**src/rtl/mem_arb_pkg.sv**
```systemverilog
// Shared types and constants for the single-port memory arbiter.
package mem_arb_pkg;
  localparam int         CNT_W      = 4;
  localparam logic [1:0] ALIGN_MASK = 2'b11;

  typedef enum logic [1:0] {IDLE, ACCESS, DONE} state_e;
  typedef enum logic       {GNT_I, GNT_D}       gnt_e;
endpackage

```
**src/rtl/mem_arb_starve_ctr.sv**
```systemverilog
// Saturating count of data grants made while a fetch waits; forces fetch at the limit.
module mem_arb_starve_ctr
  import mem_arb_pkg::*;
#(
  parameter int MAX_DATA_GRANTS = 4
) (
  input  logic clk,
  input  logic reset_n,
  input  logic arb_i,
  input  logic gnt_d_i,
  input  logic i_req_i,
  output logic force_fetch_o
);
  logic [CNT_W-1:0] cnt_q, cnt_d;

  always_comb begin
    cnt_d = cnt_q;
    if (arb_i) begin
      if (gnt_d_i && i_req_i) cnt_d = (cnt_q == '1) ? cnt_q : cnt_q + CNT_W'(1);
      else                    cnt_d = '0;
    end
  end

  always_ff @(posedge clk or negedge reset_n) begin
    if (!reset_n) cnt_q <= '0;
    else          cnt_q <= cnt_d;
  end

  assign force_fetch_o = i_req_i && (cnt_q == CNT_W'(MAX_DATA_GRANTS));
endmodule

```
**src/rtl/mem_arbiter.sv**
```systemverilog
// Shares one memory port between fetch and load/store with wait states and alignment checks.
module mem_arbiter
  import mem_arb_pkg::*;
#(
  parameter int WAIT_STATES     = 1,
  parameter int MAX_DATA_GRANTS = 4
) (
  input  logic        clk,
  input  logic        reset_n,
  input  logic        i_req,
  input  logic [31:0] i_addr,
  output logic [31:0] i_rdata,
  output logic        i_ack,
  output logic        i_err,
  input  logic        d_req,
  input  logic        d_we,
  input  logic [31:0] d_addr,
  input  logic [31:0] d_wdata,
  output logic [31:0] d_rdata,
  output logic        d_ack,
  output logic        d_err,
  output logic [31:0] mem_addr,
  output logic [31:0] mem_wdata,
  output logic        mem_we,
  input  logic [31:0] mem_rdata,
  output logic        busy
);
  state_e           state_q, state_d;
  gnt_e             gnt_q, gnt_d, win;
  logic [CNT_W-1:0] cnt_q, cnt_d;
  logic [31:0]      addr_q, addr_d, wdata_q, wdata_d;
  logic [31:0]      i_rdata_q, i_rdata_d, d_rdata_q, d_rdata_d;
  logic             we_q, we_d, err_q, err_d;
  logic             arb, force_fetch;
  logic [31:0]      win_addr;

  assign arb      = (state_q == IDLE) && (i_req || d_req);
  assign win      = (d_req && !force_fetch) ? GNT_D : GNT_I;
  assign win_addr = (win == GNT_D) ? d_addr : i_addr;

  mem_arb_starve_ctr #(.MAX_DATA_GRANTS(MAX_DATA_GRANTS)) u_starve (
    .clk          (clk),
    .reset_n      (reset_n),
    .arb_i        (arb),
    .gnt_d_i      (win == GNT_D),
    .i_req_i      (i_req),
    .force_fetch_o(force_fetch)
  );

  always_comb begin
    state_d   = state_q;
    gnt_d     = gnt_q;
    cnt_d     = cnt_q;
    addr_d    = addr_q;
    wdata_d   = wdata_q;
    we_d      = we_q;
    err_d     = err_q;
    i_rdata_d = i_rdata_q;
    d_rdata_d = d_rdata_q;
    mem_addr  = '0;
    mem_wdata = '0;
    mem_we    = 1'b0;
    i_ack     = 1'b0;
    d_ack     = 1'b0;
    i_err     = 1'b0;
    d_err     = 1'b0;
    unique case (state_q)
      IDLE: if (arb) begin
        gnt_d   = win;
        addr_d  = win_addr;
        we_d    = (win == GNT_D) && d_we;
        wdata_d = (win == GNT_D) ? d_wdata : '0;
        // Unaligned accesses skip the memory entirely and complete with zero data.
        if ((win_addr[1:0] & ALIGN_MASK) != 2'b00) begin
          err_d   = 1'b1;
          state_d = DONE;
          if (win == GNT_D) d_rdata_d = '0;
          else              i_rdata_d = '0;
        end else begin
          err_d   = 1'b0;
          cnt_d   = CNT_W'(WAIT_STATES);
          state_d = ACCESS;
        end
      end
      ACCESS: begin
        mem_addr  = addr_q;
        mem_wdata = wdata_q;
        if (cnt_q != '0) begin
          cnt_d = cnt_q - CNT_W'(1);
        end else begin
          mem_we  = we_q;
          state_d = DONE;
          if (gnt_q == GNT_D) d_rdata_d = mem_rdata;
          else                i_rdata_d = mem_rdata;
        end
      end
      DONE: begin
        i_ack   = (gnt_q == GNT_I);
        d_ack   = (gnt_q == GNT_D);
        i_err   = (gnt_q == GNT_I) && err_q;
        d_err   = (gnt_q == GNT_D) && err_q;
        state_d = IDLE;
      end
      default: state_d = IDLE;
    endcase
  end

  always_ff @(posedge clk or negedge reset_n) begin
    if (!reset_n) begin
      state_q   <= IDLE;
      gnt_q     <= GNT_I;
      cnt_q     <= '0;
      addr_q    <= '0;
      wdata_q   <= '0;
      we_q      <= 1'b0;
      err_q     <= 1'b0;
      i_rdata_q <= '0;
      d_rdata_q <= '0;
    end else begin
      state_q   <= state_d;
      gnt_q     <= gnt_d;
      cnt_q     <= cnt_d;
      addr_q    <= addr_d;
      wdata_q   <= wdata_d;
      we_q      <= we_d;
      err_q     <= err_d;
      i_rdata_q <= i_rdata_d;
      d_rdata_q <= d_rdata_d;
    end
  end

  assign i_rdata = i_rdata_q;
  assign d_rdata = d_rdata_q;
  assign busy    = (state_q != IDLE);
endmodule

```
**config.mk**
```make
export PLATFORM = sky130hd
export DESIGN_NAME = mem_arbiter
export DESIGN_NICKNAME = d
export VERILOG_FILES = /design/src/rtl/mem_arb_pkg.sv /design/src/rtl/mem_arb_starve_ctr.sv /design/src/rtl/mem_arbiter.sv
export SDC_FILE = /design/constraint.sdc
export NUM_CORES = 1
export LEC_CHECK = 0
export ABC_AREA = 0
export BUFFER_PORTS_ARGS = -buffer_cell sky130_fd_sc_hd__buf_4
export CAP_MARGIN = 20
export CORE_ASPECT_RATIO = 1.25
export CORE_MARGIN = 2
export CORE_UTILIZATION = 49
export DETAILED_ROUTE_END_ITERATION = 12
export GPL_ROUTABILITY_DRIVEN = 0
export PLACE_DENSITY = 0.81
export SYNTH_ARGS = -nofsm -noshare
export SYNTH_HDL_FRONTEND = slang
export SYNTH_HIERARCHICAL = 1
export SYNTH_SLANG_ARGS = --single-unit
```
**constraint.sdc**
```tcl
create_clock -name clk -period 2.7 [get_ports clk]
set_input_delay 0.27 -clock clk [delete_from_list [all_inputs] [get_ports clk]]
set_output_delay 0.27 -clock clk [all_outputs]
set_load 0.005 [all_outputs]
```
==> results.cfg <==
[outcome]
status = finished clean

[hold_path]
hp-class = in -> reg
holdPathEnd = wdata_q[30]$_DFFE_PN0P_
hold_path_startpoint = d_wdata[30]
min_path_cells = 2

[floorplan]
fp.coreArea_um2 = 13200
num_rows = 47
start_util_pct = 50.3
die-area_um2 = 14500
die_h_um = 134
ioPinCount = 267
die-width_um = 108

[synthesis]
avgSynthCellArea_um2 = 12.5
ys_top_cells_by_count = 141 x dfrtp_1, 97 x and2_1, 60 x mux2_4
synth-edff-count = 0
synth_top_area_share_pct = 53.0
ys.flop_type = dfrtp_1
synth_cell_types = 41
syn-cell-area_um2 = 6650
synth-seq-area-share_pct = 53.0
yosys_register_bits = 141
yosysWarnings = 6
yosysTopAreaCell = dfrtp_1
syn_nets = 670
async_reset_ff_share_pct = 100
yosysMostFrequentCell = dfrtp_1
synth_area_leaders = dfrtp_1 53%, mux2_4 14%, and2_1 9.1%, mux2i_1 4.8%, a22o_1 4.6%
synth_cells = 533

[layout]
num_antenna_cells = 0
final_cell_count_no_fill = 979
multi_input_area_um2 = 2910
area_growth_pct = 41.9
drive_above_1_share_pct = 48.1
register_area_um2 = 3530
fin_nets = 933
fillers = 885

[worst_setup_path]
reg2reg_from = u_starve/cnt_q[0]$_DFFE_PN0P_
critPathTopFamily = buffers and inverters
r2r_end = i_rdata[25]$_DFFE_PN0P_
slowest_delay_ns = 0.41
crit_path_max_fanout = 36
rrSetupSlack_ns = 0.41
cp-end-kind = output port
slowest_stage = dfrtp_1
rr_worst_depth = 9
crit_type = reg -> out
crit_chain = and2b_2 > buf_4 > buf_4 > and3_1 > buf_4
start_kind = flop
crit_buf_inv = 3
worst-endpoint-arrival_ns = 2.07
worst-endpoint-required_ns = 2.43
crit_top_cell = buf_4

[power]
p_leak_nw = 4.94
vdd_drop_max_mv = 0.561
total_power_w = 0.00946
clockPowerShare_pct = 25.8
p_per_area_nw_per_um2 = 1000
p_int_w = 0.00643
power_frac_comb_pct = 38.3
power.switching_w = 0.00303
switching_share_pct = 32.1
seqPwrFrac_pct = 35.9

[placed_design]
portBuffers = 266
place_inst = 947
dp_hpwl_mm = 13.0

[sta]
timing.fmax_ghz = 0.428
slew_violations = 0
min_period_ns = 2.34
hold_viol_final = 0
skew_ns = 0.0141
setup_viol = 0
tightestPinTransition_ns = 0.874
finalCritPeriodShare_pct = 86.5
rsz0062_at_grt = false
relSlewSlack_pct = 41.7
setup_tns_ns = 0

[grt]
grt_pass1_wl_mm = 28.0
met3_usage_pct = 6.85
antenna_found_initial = 0
grt_pass1_vias = 5260
grt_use_total_pct = 25.3
grt_busiest_layer = met2
grt.overflow.total = 0
grtUsageMet2_pct = 41.1
gr-usage-met1_pct = 32.6
grt_max_degree = 97

[clock_tree]
clockBufferDepth = 2
cts_tree = built
clkTransAtPathRegs_ns = 0.06
numClockSinks = 141
worstSkewPairLatency_ns = 0.41
cts_buffers = 17
cts_root_buf = clkbuf_16
h-tree-depth = 4

[route]
initialDrtViolationCount = 209
ant_nets = 0
wirelength_mm = 18.0
wl_per_cell_um = 18.4
dr.pass1.iters = 4
viasPerCell = 5.18
drc = 0
vias = 5073

[flow_run]
max-cap-violations = 0
## routing by layer
layer / share of wire (%) / vias to the layer above
met4: 2.0 / 0
met5: 0 / -
met2: 48 / 235
met3: 8.0 / 27
met1: 42 / 2453
li1: - / 2358
## metrics by stage
| stage | instance area (um2) | utilization [%] | setup WS [ns] | hold slack (ns) |
|---|---|---|---|---|
| floorplan | 6650 | - | 0.560 | -0.0256 |
| global placement | 8810 | 66.6 | 0.500 | 0.406 |
| detailed placement | 8810 | 66.6 | 0.442 | 0.418 |
| CTS | 9440 | 71.4 | 0.355 | 0.0547 |
| global route | 9440 | 71.4 | 0.234 | 0.0576 |
| finish | 9440 | 71.4 | 0.364 | 0.0679 |
## cells in the final DEF (no fill, tap or decap), drive strengths merged, types with 2 or more instances in the layout
cell / netlist / routed
buf: 11 / 277
nand3: 2 / 2
nand2: 42 / 42
a22o: 35 / 35
nor3b: 2 / 2
and3: 4 / 4
dfrtp: 141 / 141
clkinvlp: 0 / 3
mux2i: 33 / 33
inv: 8 / 12
a21o: 3 / 3
and2: 97 / 97
o21ai: 35 / 35
mux2: 65 / 65
bufinv: 0 / 3
a21oi: 5 / 5
ha: 4 / 4
nor2: 3 / 3
or2: 3 / 3
nor2b: 4 / 4
clkbuf: 23 / 20
## layout make-up
cell class | instances | share of cell area (%)
flip-flops and latches | 141 | 37.4
multi-input cells | 350 | 30.9
repair buffers | 278 | 22.6
clock buffers | 20 | 4.94
well taps | 171 | 2.27
clock inverters | 11 | 1.66
inverters | 8 | 0.345
## worst max-delay path by stage
stage / cells past startpoint / end / from
finish: 5 / mem_we / state_q[1]$_DFFE_PN0P_
global route: 5 / mem_we / state_q[0]$_DFFE_PN0P_
CTS: 5 / mem_wdata[0] / state_q[1]$_DFFE_PN0P_
detailed placement: 9 / i_rdata[25]$_DFFE_PN0P_ / u_starve/cnt_q[0]$_DFFE_PN0P_
global placement: 9 / i_rdata[25]$_DFFE_PN0P_ / u_starve/cnt_q[0]$_DFFE_PN0P_
floorplan: 10 / i_rdata[0]$_DFFE_PN0P_ / u_starve/cnt_q[0]$_DFFE_PN0P_
## registers in the layout (all words and copies together) (netlist names)
register / cells
err_q: 1
state_q: 2
d_rdata: 32
we_q: 1
addr_q: 32
wdata_q: 32
i_rdata: 32
cnt_q: 4
u_starve/cnt_q: 4
gnt_q: 1
## power by group through the flow
stage | clock network, W | logic [W] | registers (W)
after global placement | 0 | 0.00348 | 0.00337
after global routing | 0.00258 | 0.00395 | 0.00350
final | 0.00244 | 0.00362 | 0.00340
after CTS | 0.00249 | 0.00365 | 0.00340
after floorplan | 0 | 0.00218 | 0.00328
after detailed placement | 0 | 0.00363 | 0.00341
## worst register-to-register path, stage by stage (launching register included)
cell	delay, ns
dfrtp_1	0.39
inv_1	0.06
ha_1	0.18
and3_1	0.16
nand2b_2	0.20
inv_4	0.10
o2111ai_4	0.19
a21boi_4	0.22
buf_12	0.27
mux2_2	0.39
## timing repair
action,in CTS,in global routing
setup buffers,0,0
endpoints found under the hold margin,92,0
hold buffers,1,0
resized for setup,0,0
## cells by family after synthesis
family	synth area share, %
buf+inv	3.27
simple gates	14.1
fa+ha+maj	0.752
flops	53.0
compound gates	9.44
mux	19.4
(Power assumes the default switching activity.)
